==> config.mk <==
export PLATFORM = sky130hd
export DESIGN_NAME = truth_table_scanner_flat
export DESIGN_NICKNAME = d
export VERILOG_FILES = /design/src/rtl/truth_table_scanner_pkg.sv /design/src/rtl/truth_table_scanner_if.sv /design/src/rtl/truth_table_scanner_settle_timer.sv /design/src/rtl/truth_table_scanner.sv /design/src/flat_wrapper.sv
export SDC_FILE = /design/constraint.sdc
export NUM_CORES = 1
export LEC_CHECK = 0
export CORE_AREA = 2 2 57 59
export CTS_CLUSTER_DIAMETER = 200
export DETAILED_ROUTE_END_ITERATION = 10
export DIE_AREA = 0 0 59 61
export PLACE_DENSITY = 0.81
export SYNTH_ARGS = -nofsm -noshare
export SYNTH_HDL_FRONTEND = slang
export SYNTH_SLANG_ARGS = --single-unit
==> constraint.sdc <==
create_clock -name clk -period 3 [get_ports clk]
set_clock_uncertainty 0.05 [all_clocks]
set_input_delay 0.6 -clock clk [delete_from_list [all_inputs] [get_ports clk]]
set_output_delay 0.6 -clock clk [all_outputs]
set_load 0.01 [all_outputs]
==> src/rtl/truth_table_scanner_pkg.sv <==
// Shared types and sizing helpers for the truth-table scanner.
// Optional Gray-code vector ordering is selected with TT_SCAN_GRAY_EN (see truth_table_scanner.sv).
package tt_scan_pkg;

    typedef enum logic [1:0] {
        ST_IDLE   = 2'd0,
        ST_SETTLE = 2'd1,
        ST_SAMPLE = 2'd2,
        ST_DONE   = 2'd3
    } tt_state_e;

    localparam int unsigned TT_N_IN_DEFAULT   = 32'd3;
    localparam int unsigned TT_SETTLE_DEFAULT = 32'd1;

    function automatic int unsigned tt_table_size(input int unsigned n);
        return 32'd1 << n;
    endfunction

    // One extra bit so a fully wrong table (2^n errors) still fits.
    function automatic int unsigned tt_count_width(input int unsigned n);
        return n + 32'd1;
    endfunction

endpackage

==> src/rtl/truth_table_scanner_if.sv <==
// Bus between the scanner and its environment: stimulus vector, circuit response,
// golden table, and the capture/result outputs.
interface truth_table_scanner_if
    import tt_scan_pkg::*;
#(
    parameter int unsigned N_IN = TT_N_IN_DEFAULT
) ();

    localparam int unsigned TBL = tt_table_size(N_IN);
    localparam int unsigned CW  = tt_count_width(N_IN);

    logic            start;
    logic            hold;
    logic            dut_in;
    logic [TBL-1:0]  expected;
    logic [N_IN-1:0] vec_out;
    logic [TBL-1:0]  table_out;
    logic            busy;
    logic            done;
    logic            mismatch;
    logic [CW-1:0]   err_count;

    modport master (
        output start, hold, dut_in, expected,
        input  vec_out, table_out, busy, done, mismatch, err_count
    );

    modport slave (
        input  start, hold, dut_in, expected,
        output vec_out, table_out, busy, done, mismatch, err_count
    );

endinterface

==> src/rtl/truth_table_scanner_settle_timer.sv <==
// Settle-interval counter: counts enabled cycles since clr and flags the final one.
module settle_timer (
    input  logic       clk,
    input  logic       rst,
    input  logic       clr,
    input  logic       en,
    input  logic [7:0] limit,
    output logic       expire
);

    logic [7:0] cnt_q;
    logic [7:0] cnt_d;

    assign expire = ~clr & en & (cnt_q == (limit - 8'd1));

    // Next count: cleared, frozen while disabled, and never stepped past the limit.
    always_comb begin
        cnt_d = cnt_q;
        if (clr) begin
            cnt_d = 8'd0;
        end else if (en && !expire) begin
            cnt_d = cnt_q + 8'd1;
        end else begin
            cnt_d = cnt_q;
        end
    end

    // Counter register.
    always_ff @(posedge clk or posedge rst) begin
        if (rst) begin
            cnt_q <= 8'd0;
        end else begin
            cnt_q <= cnt_d;
        end
    end

endmodule

==> src/rtl/truth_table_scanner.sv <==
// Clocked truth-table scanner: drives every input vector, samples the circuit after a
// settle interval, and compares against a golden table. Define TT_SCAN_GRAY_EN for Gray order.
module truth_table_scanner
    import tt_scan_pkg::*;
#(
    parameter int unsigned N_IN   = TT_N_IN_DEFAULT,
    parameter int unsigned SETTLE = TT_SETTLE_DEFAULT
) (
    input logic                  clk,
    input logic                  rst,
    truth_table_scanner_if.slave bus
);

    localparam int unsigned     TBL        = tt_table_size(N_IN);
    localparam int unsigned     CW         = tt_count_width(N_IN);
    localparam logic [7:0]      SETTLE_LIM = 8'(SETTLE);
    localparam logic [N_IN-1:0] IDX_ZERO   = '0;
    localparam logic [N_IN-1:0] IDX_LAST   = '1;

`ifdef TT_SCAN_GRAY_EN
    function automatic logic [N_IN-1:0] vec_map(input logic [N_IN-1:0] i);
        return i ^ (i >> 1);
    endfunction
`else
    function automatic logic [N_IN-1:0] vec_map(input logic [N_IN-1:0] i);
        return i;
    endfunction
`endif

    tt_state_e       state_q, state_d;
    logic [N_IN-1:0] index_q, index_d;
    logic [N_IN-1:0] vec_out_q, vec_out_d;
    logic [TBL-1:0]  table_q, table_d;
    logic [CW-1:0]   err_q, err_d;
    logic            busy_q, busy_d;
    logic            done_q, done_d;
    logic            mismatch_q, mismatch_d;

    logic            timer_clr_s;
    logic            timer_expire_s;
    logic [N_IN-1:0] vec_sel_s;
    logic [N_IN-1:0] index_inc_s;

    // The timer only runs in SETTLE, so it starts every vector from zero.
    assign timer_clr_s = (state_q != ST_SETTLE);
    assign vec_sel_s   = vec_map(index_q);
    assign index_inc_s = index_q + 1'b1;

    settle_timer u_settle_timer (
        .clk    (clk),
        .rst    (rst),
        .clr    (timer_clr_s),
        .en     (~bus.hold),
        .limit  (SETTLE_LIM),
        .expire (timer_expire_s)
    );

    // Scan sequencing, capture and result bookkeeping.
    always_comb begin
        state_d    = state_q;
        index_d    = index_q;
        vec_out_d  = vec_out_q;
        table_d    = table_q;
        err_d      = err_q;
        busy_d     = busy_q;
        done_d     = 1'b0;
        mismatch_d = mismatch_q;
        case (state_q)
            ST_IDLE: begin
                if (bus.start) begin
                    state_d    = ST_SETTLE;
                    index_d    = IDX_ZERO;
                    vec_out_d  = vec_map(IDX_ZERO);
                    table_d    = '0;
                    err_d      = '0;
                    mismatch_d = 1'b0;
                    busy_d     = 1'b1;
                end else begin
                    state_d = ST_IDLE;
                end
            end
            ST_SETTLE: begin
                if (timer_expire_s) begin
                    state_d = ST_SAMPLE;
                end else begin
                    state_d = ST_SETTLE;
                end
            end
            ST_SAMPLE: begin
                // Table is indexed by vector value, so Gray order yields the same table.
                table_d[vec_sel_s] = bus.dut_in;
                if (bus.dut_in != bus.expected[vec_sel_s]) begin
                    err_d = err_q + 1'b1;
                end else begin
                    err_d = err_q;
                end
                if (index_q == IDX_LAST) begin
                    state_d = ST_DONE;
                    busy_d  = 1'b0;
                end else begin
                    state_d   = ST_SETTLE;
                    index_d   = index_inc_s;
                    vec_out_d = vec_map(index_inc_s);
                end
            end
            ST_DONE: begin
                done_d     = 1'b1;
                mismatch_d = (err_q != '0);
                state_d    = ST_IDLE;
            end
            default: begin
                state_d = ST_IDLE;
                busy_d  = 1'b0;
            end
        endcase
    end

    // State and registered outputs; reset abandons any scan in progress.
    always_ff @(posedge clk or posedge rst) begin
        if (rst) begin
            state_q    <= ST_IDLE;
            index_q    <= '0;
            vec_out_q  <= '0;
            table_q    <= '0;
            err_q      <= '0;
            busy_q     <= 1'b0;
            done_q     <= 1'b0;
            mismatch_q <= 1'b0;
        end else begin
            state_q    <= state_d;
            index_q    <= index_d;
            vec_out_q  <= vec_out_d;
            table_q    <= table_d;
            err_q      <= err_d;
            busy_q     <= busy_d;
            done_q     <= done_d;
            mismatch_q <= mismatch_d;
        end
    end

    assign bus.vec_out   = vec_out_q;
    assign bus.table_out = table_q;
    assign bus.err_count = err_q;
    assign bus.busy      = busy_q;
    assign bus.done      = done_q;
    assign bus.mismatch  = mismatch_q;

endmodule

==> src/flat_wrapper.sv <==
// flat-port wrapper written by rule: the top's interface ports become plain ports
module truth_table_scanner_flat import tt_scan_pkg::*;
#(
    parameter int unsigned N_IN   = TT_N_IN_DEFAULT,
    parameter int unsigned SETTLE = TT_SETTLE_DEFAULT
)
  (clk, rst, bus_start, bus_hold, bus_dut_in, bus_expected, bus_vec_out, bus_table_out, bus_busy, bus_done, bus_mismatch, bus_err_count);
  truth_table_scanner_if #(.N_IN(N_IN)) bus_i ();
  input logic clk;
  input logic rst;
  input wire logic [$bits(bus_i.start)-1:0] bus_start;
  input wire logic [$bits(bus_i.hold)-1:0] bus_hold;
  input wire logic [$bits(bus_i.dut_in)-1:0] bus_dut_in;
  input wire logic [$bits(bus_i.expected)-1:0] bus_expected;
  output wire logic [$bits(bus_i.vec_out)-1:0] bus_vec_out;
  output wire logic [$bits(bus_i.table_out)-1:0] bus_table_out;
  output wire logic [$bits(bus_i.busy)-1:0] bus_busy;
  output wire logic [$bits(bus_i.done)-1:0] bus_done;
  output wire logic [$bits(bus_i.mismatch)-1:0] bus_mismatch;
  output wire logic [$bits(bus_i.err_count)-1:0] bus_err_count;
  assign bus_i.start = bus_start;
  assign bus_i.hold = bus_hold;
  assign bus_i.dut_in = bus_dut_in;
  assign bus_i.expected = bus_expected;
  assign bus_vec_out = bus_i.vec_out;
  assign bus_table_out = bus_i.table_out;
  assign bus_busy = bus_i.busy;
  assign bus_done = bus_i.done;
  assign bus_mismatch = bus_i.mismatch;
  assign bus_err_count = bus_i.err_count;
  truth_table_scanner #(.N_IN(N_IN), .SETTLE(SETTLE)) u_core (.clk(clk), .rst(rst), .bus(bus_i));
endmodule
==> flow_summary.yaml <==
power_and_ir_drop:
  seqPwrFrac: 0.423
  power_uw: 1300
  vdd_drop_max_uv: 414
  p_leak_uw: 0.000855
  combPwrFrac: 0.383
  clockPowerShare: 0.194
  p_int_uw: 819
  switchingPower_uw: 479
  power_density_nw_per_um2: 673
  netSwitchingFraction: 0.369
critical_path:
  critPathKind: "reg -> reg"
  worst-path-max-fanout: 16
  arrival_ns: 2.52
  end_kind: "flip-flop"
  critPathRequiredTime_ns: 3.18
  start_kind: "flip-flop"
route:
  num_vias: 1352
  viasPerCell: 5.88
  drtPass1Iterations: 4
  drc: 0
  drt-total-wl_mm: 3.47
  final_antenna_net_count: 0
  drt_iter0_markers: 111
  wl_per_cell_um: 15.1
clock_tree:
  ctsHoldBuffers: 0
  clock_latency_ns: 0.34
  clk_path_buf_depth: 2
  cts_sinks: 28
  cts_setup_buffers: 0
  cts_tree: "yes"
  numCtsBuffers: 3
  clockRootBuffer: "clkbuf_4"
  htreeDepth: 1
  path_clk_slew_ns: 0.15
  cts_resized: 0
layout:
  drive_above_1_share: 0.0457
  n_antenna_cell: 0
  nNetsFinal: 217
  syn2layout_area_growth_pct: 24.5
sta:
  hold_viol_final: 0
  finalCriticalPeriod_ns: 2.34
  finalSetupTns_ns: 0
  relSlewSlack: 0.624
  setup-violations-final: 0
  final_max_slew_viol_count: 0
  worstMarginPinSlew_ns: 0.563
  fmax_mhz: 427
  rsz0062_at_grt: "false"
  timing.final.crit_share: 0.781
global_routing:
  antenna_found_initial: 0
  grt_usage: 0.216
  grt_pass1_vias: 1335
  grt_pass1_wl_mm: 5.83
  grt_start_max_net_pins: 29
  gr-total-overflow: 0
floorplan:
  row_count: 20
  die_height_um: 61
  initial_core_util: 0.525
  die_w_um: 59
  dieArea_sq_um: 3600
  ios: 31
  core_region_area_sq_um: 2950
place:
  hpwl_mm: 2.58
  routabilityCongestion: 0.834
  io_buffers: 30
synth:
  synthFlopType: "dfrtp_1"
  synth_async_sr_flop_share: 1.00
  synth_area_per_cell_sq_um: 9.22
  synth_area_sq_um: 1550
  synth_edf_count: 0
  synth.ff_latch_count: 28
  yosysUniqueCellTypes: 36
  syn_nets: 187
  syn_inst: 168
  synth-seq-area-share: 0.452
  synth_top_cell_by_area: "dfrtp_1"
  ys_warn_count: 0
  yosys.area.top_type_share: 0.452
  yosysMostFrequentCell: "dfrtp_1"
  synth_common_cells: "dfrtp_1 (28), nand2_1 (21), nor2_1 (15), o21ai_0 (12), nand3_1 (10)"
  ys_top_cells_by_area: "dfrtp_1 (45%), nand2_1 (5.1%), ha_1 (4.8%)"
run_status:
  status: "completed"
worst_hold_path:
  holdCritPathClass: "reg -> reg"
run:
  cap_violations: 0
-- cells in the final DEF (no fill, tap or decap), types with 3 or more instances in the layout --
cell,synthesis,routed
clkdlybuf4s50_1,0,30
nand2_1,21,21
a21boi_0,3,3
o2111ai_1,3,3
o21ai_0,12,12
dfrtp_1,28,28
ha_1,6,6
clkbuf_4,0,3
nor3_1,3,3
nand2b_1,7,7
a21oi_1,7,7
inv_1,9,9
nand3_1,10,10
nor2_1,15,15
mux2i_1,5,5
xor2_1,3,3
nor2b_1,4,4
-- registers in the layout (all words and copies together), names as in the netlist --
signal,cells
u_core.bus.busy,1
u_core.bus.mismatch,1
u_core.u_settle_timer.cnt_q,8
u_core.bus.err_count,4
u_core.bus.done,1
u_core.state_q,2
u_core.index_q,3
u_core.bus.table_out,8
-- worst max-delay path, stage by stage (launching register included) --
cell      delay, ns
dfrtp_1        0.70
mux2i_1        0.16
mux4_2         0.52
and3_4         0.21
o311ai_0       0.46
nand3_1        0.13
-- logic make-up (layout without fill, tap and decap cells) --
kind of cell,after synthesis,count (layout),synth area share
AND/OR/NAND/NOR,72,72,0.234
adder cells (fa/ha/maj),6,6,0.0485
AO/OA/AOI/OAI,34,34,0.141
multiplexers,7,7,0.0541
buffers and inverters,16,45,0.0412
XOR/XNOR,5,5,0.0283
flip-flops,28,28,0.452
-- path summary, 6_finish.rpt --
path / depth (start not counted) / start / end / slack (ns)
setup / recovery: 5 / u_core.index_q[1] / u_core.bus.err_count[2] / 0.66
min in group asynchronous: 3 / rst / u_core.bus.table_out[7] / 0.56
hold / removal: 2 / u_core.bus.busy / u_core.bus.busy / 0.46
hold reg to reg: 2 / u_core.bus.busy / u_core.bus.busy / 0.46
max in group asynchronous: 3 / rst / u_core.u_settle_timer.cnt_q[4] / 2.07
setup reg to reg: 5 / u_core.index_q[1] / u_core.bus.err_count[2] / 0.66
-- power groups by stage --
stage	Clock, uW	Sequential [uW]	Combinational, uW
after floorplan	0	521	338
after global placement	0	548	473
after detailed placement	0	555	496
after CTS	261	547	498
after global routing	269	561	552
final	252	549	497
-- area by class of cell --
class                      count  area [sq um]
fill                         256          1020
multi-input combinational    124           785
sequential                    28           701
timing repair buffer          32           315
tap                           33          41.3
inverter                       9          33.8
clock inverter                 1          30.0
clock buffer                   3          22.5
-- per-layer routing --
| layer | track usage | share of wire |
|---|---|---|
| met4 | 0.0942 | 0.017 |
| met1 | 0.259 | 0.43 |
| met5 | 0 | 0 |
| met3 | 0.0256 | 0.032 |
| met2 | 0.392 | 0.52 |
-- per-stage QoR --
stage                     cell area (sq um)  hold slack, ns  setup WS, ns  instances  utilization
after global placement                 1880           0.423         0.505        226        0.635
after global routing                   1930           0.503         0.562        230        0.653
after CTS                              1930           0.470         0.657        230        0.653
after detailed placement               1880           0.434         0.431        226        0.635
after floorplan                        1550           0.460          1.01        168            -
final                                  1930           0.456         0.657        230        0.653
Power figures use the tool's default switching activity.
